==> src/rtl/mem_burst_master.sv <==
// Burst initiator for a dual-port RAM with a registered 1-cycle read and a write on the clock edge.
// Accepts single or burst requests and streams one word per cycle in either direction.
module mem_burst_master #(
  parameter int unsigned DATA_WIDTH = 8,
  parameter int unsigned ADDR_WIDTH = 8,
  parameter int unsigned LEN_WIDTH  = 4
) (
  input  logic                  clk_i,
  input  logic                  rst_i,
  input  logic                  req_valid_i,
  output logic                  req_ready_o,
  input  logic                  req_write_i,
  input  logic [ADDR_WIDTH-1:0] req_addr_i,
  input  logic [LEN_WIDTH-1:0]  req_len_i,
  input  logic [DATA_WIDTH-1:0] wr_data_i,
  input  logic                  wr_valid_i,
  output logic                  wr_ready_o,
  output logic [DATA_WIDTH-1:0] rd_data_o,
  output logic                  rd_valid_o,
  input  logic                  rd_ready_i,
  output logic                  busy_o,
  output logic                  done_o,
  output logic                  mem_we_o,
  output logic [ADDR_WIDTH-1:0] mem_addr_write_o,
  output logic [DATA_WIDTH-1:0] mem_wdata_o,
  output logic [ADDR_WIDTH-1:0] mem_addr_read_o,
  input  logic [DATA_WIDTH-1:0] mem_data_out_i
);

  typedef enum logic [1:0] {StIdle, StRd, StWr} state_e;

  state_e                state_q, state_d;
  logic [ADDR_WIDTH-1:0] addr_q, addr_d;
  logic [LEN_WIDTH-1:0]  remaining_q, remaining_d;
  logic                  busy_q, busy_d;
  logic                  done_q, done_d;

  logic                  rd_fire;
  logic                  wr_fire;
  logic [ADDR_WIDTH-1:0] addr_inc;

  assign rd_fire  = (state_q == StRd) && rd_ready_i;
  assign wr_fire  = (state_q == StWr) && wr_valid_i;
  assign addr_inc = addr_q + ADDR_WIDTH'(1);

  always_comb begin
    state_d     = state_q;
    addr_d      = addr_q;
    remaining_d = remaining_q;
    busy_d      = busy_q;
    done_d      = 1'b0;
    case (state_q)
      StIdle: begin
        if (req_valid_i) begin
          addr_d      = req_addr_i;
          remaining_d = req_len_i;
          busy_d      = 1'b1;
          state_d     = req_write_i ? StWr : StRd;
        end
      end
      StRd, StWr: begin
        if (rd_fire || wr_fire) begin
          addr_d = addr_inc;
          if (remaining_q == '0) begin
            state_d = StIdle;
            busy_d  = 1'b0;
            done_d  = 1'b1;
          end else begin
            remaining_d = remaining_q - LEN_WIDTH'(1);
          end
        end
      end
      default: state_d = StIdle;
    endcase
  end

  always_ff @(posedge clk_i or posedge rst_i) begin
    if (rst_i) begin
      state_q     <= StIdle;
      addr_q      <= '0;
      remaining_q <= '0;
      busy_q      <= 1'b0;
      done_q      <= 1'b0;
    end else begin
      state_q     <= state_d;
      addr_q      <= addr_d;
      remaining_q <= remaining_d;
      busy_q      <= busy_d;
      done_q      <= done_d;
    end
  end

  // Read address runs one beat ahead on a fire so the registered RAM output tracks the current beat.
  always_comb begin
    mem_addr_read_o = addr_q;
    if (state_q == StIdle) begin
      mem_addr_read_o = req_addr_i;
    end else if (rd_fire) begin
      mem_addr_read_o = addr_inc;
    end
  end

  assign req_ready_o      = (state_q == StIdle);
  assign wr_ready_o       = (state_q == StWr);
  assign rd_valid_o       = (state_q == StRd);
  assign rd_data_o        = mem_data_out_i;
  assign busy_o           = busy_q;
  assign done_o           = done_q;
  assign mem_we_o         = wr_fire;
  assign mem_addr_write_o = addr_q;
  assign mem_wdata_o      = wr_data_i;

endmodule

==> config.mk <==
export PLATFORM = sky130hd
export DESIGN_NAME = mem_burst_master
export DESIGN_NICKNAME = d
export VERILOG_FILES = /design/src/rtl/mem_burst_master.sv
export SDC_FILE = /design/constraint.sdc
export NUM_CORES = 1
export LEC_CHECK = 0
export BUFFER_PORTS_ARGS = -buffer_cell sky130_fd_sc_hd__buf_2
export CORE_AREA = 2 2 49 85
export CTS_BUF_LIST = sky130_fd_sc_hd__clkbuf_2 sky130_fd_sc_hd__clkbuf_4 sky130_fd_sc_hd__clkbuf_8
export CTS_CLUSTER_SIZE = 20
export DETAILED_ROUTE_END_ITERATION = 8
export DIE_AREA = 0 0 51 87
export PLACE_DENSITY = 0.79
export SLEW_MARGIN = 10
export SYNTH_ARGS = -nofsm -noshare
export SYNTH_HDL_FRONTEND = slang
export SYNTH_SLANG_ARGS = --single-unit
==> constraint.sdc <==
create_clock -name clk_i -period 2.2 [get_ports clk_i]
set_input_delay 0.55 -clock clk_i [delete_from_list [all_inputs] [get_ports clk_i]]
set_output_delay 0.55 -clock clk_i [all_outputs]
set_load 0.01 [all_outputs]
## Word level (Yosys, flattened, before mapping)

Index checks and enable logic that the tools add are counted.

| cells by class | value |
|---|---|
| add/sub/neg operators | 2 |
| eq/ne operators | 6 |
| multiplexer cells | 21 |
| reduce and logical (&&, ||, !) cells | 11 |

Operators with widths:

| cell | number |
|---|---|
| 8-bit two-way mux | 4 |
| 8-bit one-hot mux with 2 select lines | 1 |
| 4-bit two-way mux | 3 |
| 8-bit by 1-bit adder with 8-bit output (second input constant) | 1 |
| 2-bit two-way mux | 4 |
| 2-bit inequality test (second input constant) | 4 |
| 4-bit one-hot mux with 2 select lines | 1 |
| 4-bit AND reduction | 2 |
| 1-bit two-way mux | 6 |
| 3-bit AND reduction | 2 |
| 4-bit logical NOT | 1 |
| 2-bit one-hot mux with 2 select lines | 1 |
| 4-bit by 1-bit subtractor with 4-bit output (second input constant) | 1 |
| 2-bit by 1-bit == test with 1-bit output (second input constant) | 1 |
| 2-bit == test (second input constant) | 1 |
| 1-bit logical AND | 2 |
| 2-bit logical NOT | 1 |
| 1-bit one-hot mux with 2 select lines | 1 |
| 2-bit nonzero test | 1 |
| 2-bit OR reduction | 1 |
| 1-bit logical OR | 1 |

| word-level totals | value |
|---|---|
| register bits after elaboration | 16 |
| word-level logic and storage cells | 45 |

## Depth between registers and ports, before layout

| logic depth | value |
|---|---|
| depth after elaboration | 5 |
| mapped depth | 8 |
| depth with buffers taken out | 6 |

## Least setup slack after synthesis

No wires, ideal clock.

| timing path | value |
|---|---|
| path type | register -> output |
| start | register state_q[1] |
| end | output mem_addr_read_o[6] |
| arrival time | 1.531 ns |
| data required time | 1.650 ns |
| path slack | 0.119 ns |
| cell stages (with the launch flop) | 7 |
| cells stage by stage | dfrtp_1 -> inv_1 -> ha_1 -> nand2_1 -> nor3_1 -> xnor2_1 -> o21ai_0 |

| on the way | value |
|---|---|
| word-level cells in the longest chain between the ends | 4 |
| elaborated cells between the ends (all ways) | 5 |
| those cells by class | eq/ne: 1; mux: 2; reduce/logical: 2 |

Ends and longest elaborated chain:

| what | line | RTL |
|---|---|---|
| start, declared | 32 | `state_e state_q, state_d;` |
| start signal, assigned | 79 | `state_q <= StIdle;` |
| start signal, assigned | 85 | `state_q <= state_d;` |
| 2-bit by 1-bit == test with 1-bit output | -- |  |
| via rd_valid_o | 19 | `output logic rd_valid_o,` |
| 1-bit logical AND | 42 | `assign rd_fire = (state_q == StRd) && rd_ready_i;` |
| 8-bit two-way mux | 98 | `end else if (rd_fire) begin` |
| 8-bit two-way mux | 96 | `if (state_q == StIdle) begin` |
| end, declared | 26 | `output logic [ADDR_WIDTH-1:0] mem_addr_read_o,` |

The timed path passes the listed nets, and every way through them passes these cells.

## Worst setup path in the final report

| timing path | value |
|---|---|
| start | register state_q[1] |
| end | output mem_addr_read_o[7] |

| on the way | value |
|---|---|
| word-level cells in the longest chain between the ends | 4 |
| elaborated cells between the ends (all ways) | 5 |
| those cells by class | eq/ne: 1; mux: 2; reduce/logical: 2 |

Ends and longest elaborated chain:

| what | line |
|---|---|
| 2-bit by 1-bit == test with 1-bit output | 42 |
| 1-bit logical AND | 42 |
| 8-bit two-way mux | 98 |
| 8-bit two-way mux * | 96 |

Mark *: on every way between the ends. The rest lies on a longest branch, timed or not.

==> impl_results.rst <==
.. list-table::
   :header-rows: 1

   * - Metric
     - Value
   * - Slowest-stage cell, CP
     - sky130_fd_sc_hd__dfrtp_1
   * - Area taken by flip-flops and latches
     - 402 sq um
   * - Share of the synthesized netlist area taken by xor and xnor gates
     - 4.28%
   * - Initial antenna violation count
     - 0
   * - Library cell used as clock root buffer
     - sky130_fd_sc_hd__clkbuf_8
   * - Post-synth cell types
     - 46
   * - Post-layout power
     - 2.82 mW
   * - Number of fill cells in the layout
     - 395
   * - Worst setup SP type
     - flop
   * - Fraction of layout cells with a size suffix above 1
     - 34.7%
   * - Final estimated routing congestion in global placement
     - 0.780
   * - Seq cells post-synth
     - 16
   * - Diodes inserted
     - 0
   * - Main combinational cell family by area after synthesis
     - simple AND/OR/NAND/NOR gates
   * - Inserted Clock Buffers
     - 3
   * - Total number of H-tree levels
     - 1
   * - Dominant cell type by area after synthesis
     - sky130_fd_sc_hd__dfrtp_1
   * - Overall routing resource usage
     - 15.3%
   * - Ports placed on the boundary
     - 72
   * - Leading register cell type out of synthesis
     - sky130_fd_sc_hd__dfrtp_1
   * - Mux cell area share after synthesis
     - 4.54%
   * - Post-synthesis simple-gate area fraction
     - 22.1%
   * - Maximum clock skew at final layout
     - 3.71 ps
   * - Final count of pins violating max slew
     - 0
   * - Kind of critical path
     - reg -> out
   * - Net count of the finished layout
     - 243
   * - Final critical path time including I/O delays and setup
     - 2160 ps
   * - Peak VDD IR
     - 0.584 mV
   * - Worst slack on hold paths
     - 385 ps
   * - Initial Util
     - 37.8%
   * - Multi-input gate area
     - 855 sq um
   * - Setup repair after global routing missed its margin
     - yes
   * - Vert. Die Dim
     - 87 um
   * - Top-area cell type share of the netlist area
     - 27.9%
   * - Post-Syn Area
     - 0.00143 sq mm
   * - Post-synthesis area per instance
     - 8.10 sq um
   * - Count of antenna-violating nets left after detailed routing
     - 0
   * - Reg-to-reg setup timing slack
     - 370 ps
   * - Largest net degree at the start of global routing
     - 20
   * - Reg clk slew, reported paths
     - 70 ps
   * - Worst-skew pair later-pin latency
     - 250 ps
   * - Maximum buffer depth of the clock tree
     - 2
   * - Width of the die
     - 51 um
   * - Leak pwr
     - 0.768 nW
   * - Max-slew headroom
     - 54.9%
   * - Final core utilization
     - 44.4%
   * - Number of synthesized flops with an enable pin
     - 0
   * - Synth async-reset ratio
     - 100%
   * - Cell breakdown of the critical path
     - inv_2 -> ha_4 -> nand2_4 -> nor4_4 -> xnor2_1 -> o21ai_2 -> buf_2
   * - Required time of the critical path
     - 1650 ps
   * - CTS Hold Buffers Added
     - 0
   * - Total of endpoints with negative setup slack in the final report
     - 0
   * - Fin crit share
     - 98.2%
   * - First-pass detailed-route iteration total
     - 4
   * - Most common cell after layout, fill and taps aside
     - sky130_fd_sc_hd__buf_2
   * - Total power per unit cell area
     - 1680 mW/mm^2
   * - Number of warnings issued by yosys
     - 0
   * - Final wirelength
     - 3.43 mm
   * - Detailed placement HPWL
     - 2.59 mm
   * - Max Freq
     - 0.463 GHz
   * - GRT overflow
     - 0
   * - Synthesized instance count
     - 177
   * - First-pass GRT wire length
     - 5.32 mm
   * - TritonCTS clock tree
     - done
   * - Num Clock Sinks
     - 16
   * - Top cells by area in the synthesized netlist
     - sky130_fd_sc_hd__dfrtp_1, sky130_fd_sc_hd__buf_4, sky130_fd_sc_hd__ha_1
   * - Adder and majority gate portion of the synthesized area
     - 5.24%
   * - Overall via count from detail_route
     - 1368
   * - Final Hold Fails
     - 0
   * - Number of vias per cell after detailed routing
     - 5.47
   * - Placeable core area
     - 0.00379 sq mm
   * - Highest-count cells in the layout ignoring fill and taps
     - sky130_fd_sc_hd__buf_2, sky130_fd_sc_hd__nand2_1, sky130_fd_sc_hd__nor2_1
   * - Post-Synthesis Net Count
     - 217
   * - DRC violations left
     - 0
   * - Count of input and output buffers
     - 39
   * - Tightest Hold Check Type
     - in -> async
   * - Standard-cell rows
     - 30
   * - Data arrival at the endpoint of the critical path
     - 1610 ps
   * - Result of the run
     - completed
   * - Routed wire length per instance
     - 13.7 um
   * - Number of DRC markers after the initial detailed-route iteration
     - 52
   * - Layout area overhead
     - 17.4%
   * - CP Capture Type
     - primary output
   * - Actual slew at the worst max-slew pin
     - 675 ps
   * - Via count of the first global-routing pass
     - 1251
   * - Largest stage delay on the critical path
     - 390 ps
   * - Largest fanout of any net on the critical path
     - 6
   * - MaxCap Viol Count
     - 0
   * - Part of the Yosys area used for sequential elements
     - 27.9%
   * - Die area
     - 0.00444 sq mm
   * - Compound-cell area share of the yosys netlist
     - 20.2%
==> area by class of cell <==
class | instances | area share, %
clock buffer | 4 | 3.27
inverter | 10 | 2.23
multi-input combinational | 123 | 50.8
sequential | 16 | 23.9
tap | 48 | 3.57
timing repair buffer | 49 | 16.3
==> routing by layer <==
metal | share of wire, % | routed length [um] | vias up | track usage (%)
met2 | 55 | 1870 | 52 | 29.2
met3 | 5.4 | 186 | 14 | 1.89
li1 | - | - | 655 | -
met5 | 0 | 0 | - | 0
met1 | 37 | 1250 | 647 | 14.6
met4 | 3.5 | 119 | 0 | 10.6
==> kinds of logic after synthesis <==
kind of cell | Yosys count
simple gates | 63
flops | 16
buf+inv | 38
compound gates | 41
fa+ha+maj | 6
mux | 6
xor+xnor | 7
==> worst max-delay path, delay by kind of cell (launching register included) <==
kind / cells / cell delay [ps]
XOR/XNOR: 1 / 160
buffers and inverters: 2 / 220
adder cells (fa/ha/maj): 1 / 150
AND/OR/NAND/NOR: 2 / 370
AO/OA/AOI/OAI: 1 / 60
flip-flops: 1 / 390
==> metrics by stage <==
step	TNS [ps]	worst slack (ps)	cell area [sq um]	instances
final	0	39.3	1680	250
after CTS	0	11.2	1650	249
after global placement	0	127	1570	245
after global routing	-14.6	-7.18	1680	250
after detailed placement	0	87.4	1570	245
after floorplan	0	119	1430	177
==> power breakdown <==
| group | switching [mW] | total [mW] | internal (mW) |
|---|---|---|---|
| registers | 0.178 | 0.619 | 0.441 |
| logic | 1.09 | 1.94 | 0.847 |
| clock network | 0.111 | 0.270 | 0.159 |
| total | 1.38 | 2.82 | 1.45 |
==> synthesized netlist by cell type, types with 3 or more instances <==
library cell,instances
sky130_fd_sc_hd__mux2i_1,5
sky130_fd_sc_hd__o22ai_1,3
sky130_fd_sc_hd__nand2_1,19
sky130_fd_sc_hd__nor2_1,16
sky130_fd_sc_hd__o21ai_0,14
sky130_fd_sc_hd__clkbuf_1,4
sky130_fd_sc_hd__ha_1,6
sky130_fd_sc_hd__nand3_1,6
sky130_fd_sc_hd__dfrtp_1,16
sky130_fd_sc_hd__xnor2_1,5
sky130_fd_sc_hd__buf_2,3
sky130_fd_sc_hd__nor3_1,7
sky130_fd_sc_hd__o22a_1,3
sky130_fd_sc_hd__a21oi_1,3
sky130_fd_sc_hd__buf_4,16
sky130_fd_sc_hd__nand4_1,3
sky130_fd_sc_hd__a31oi_1,3
sky130_fd_sc_hd__inv_1,10
==> final timing paths <==
| path | start | to | cells after the start |
|---|---|---|---|
| setup / recovery | state_q[1] | mem_addr_read_o[7] | 7 |
| hold / removal | rst_i | remaining_q[3] | 2 |
| setup reg to reg | state_q[0] | mem_addr_write_o[2] | 6 |
| hold reg to reg | busy_o | busy_o | 2 |
| max in group asynchronous | rst_i | mem_addr_write_o[2] | 2 |
| min in group clk_i | busy_o | busy_o | 2 |
==> sequential cells by signal (all words and copies together) (netlist names) <==
register / flops
busy_o: 1
state_q: 2
done_o: 1
remaining_q: 4
mem_addr_write_o: 8
==> what timing repair did <==
item	CTS	global route
setup endpoints to repair	6	8
buffers inserted	0	1
pin swaps	0	1
resized for setup	7	6
(Power assumes the default switching activity.)
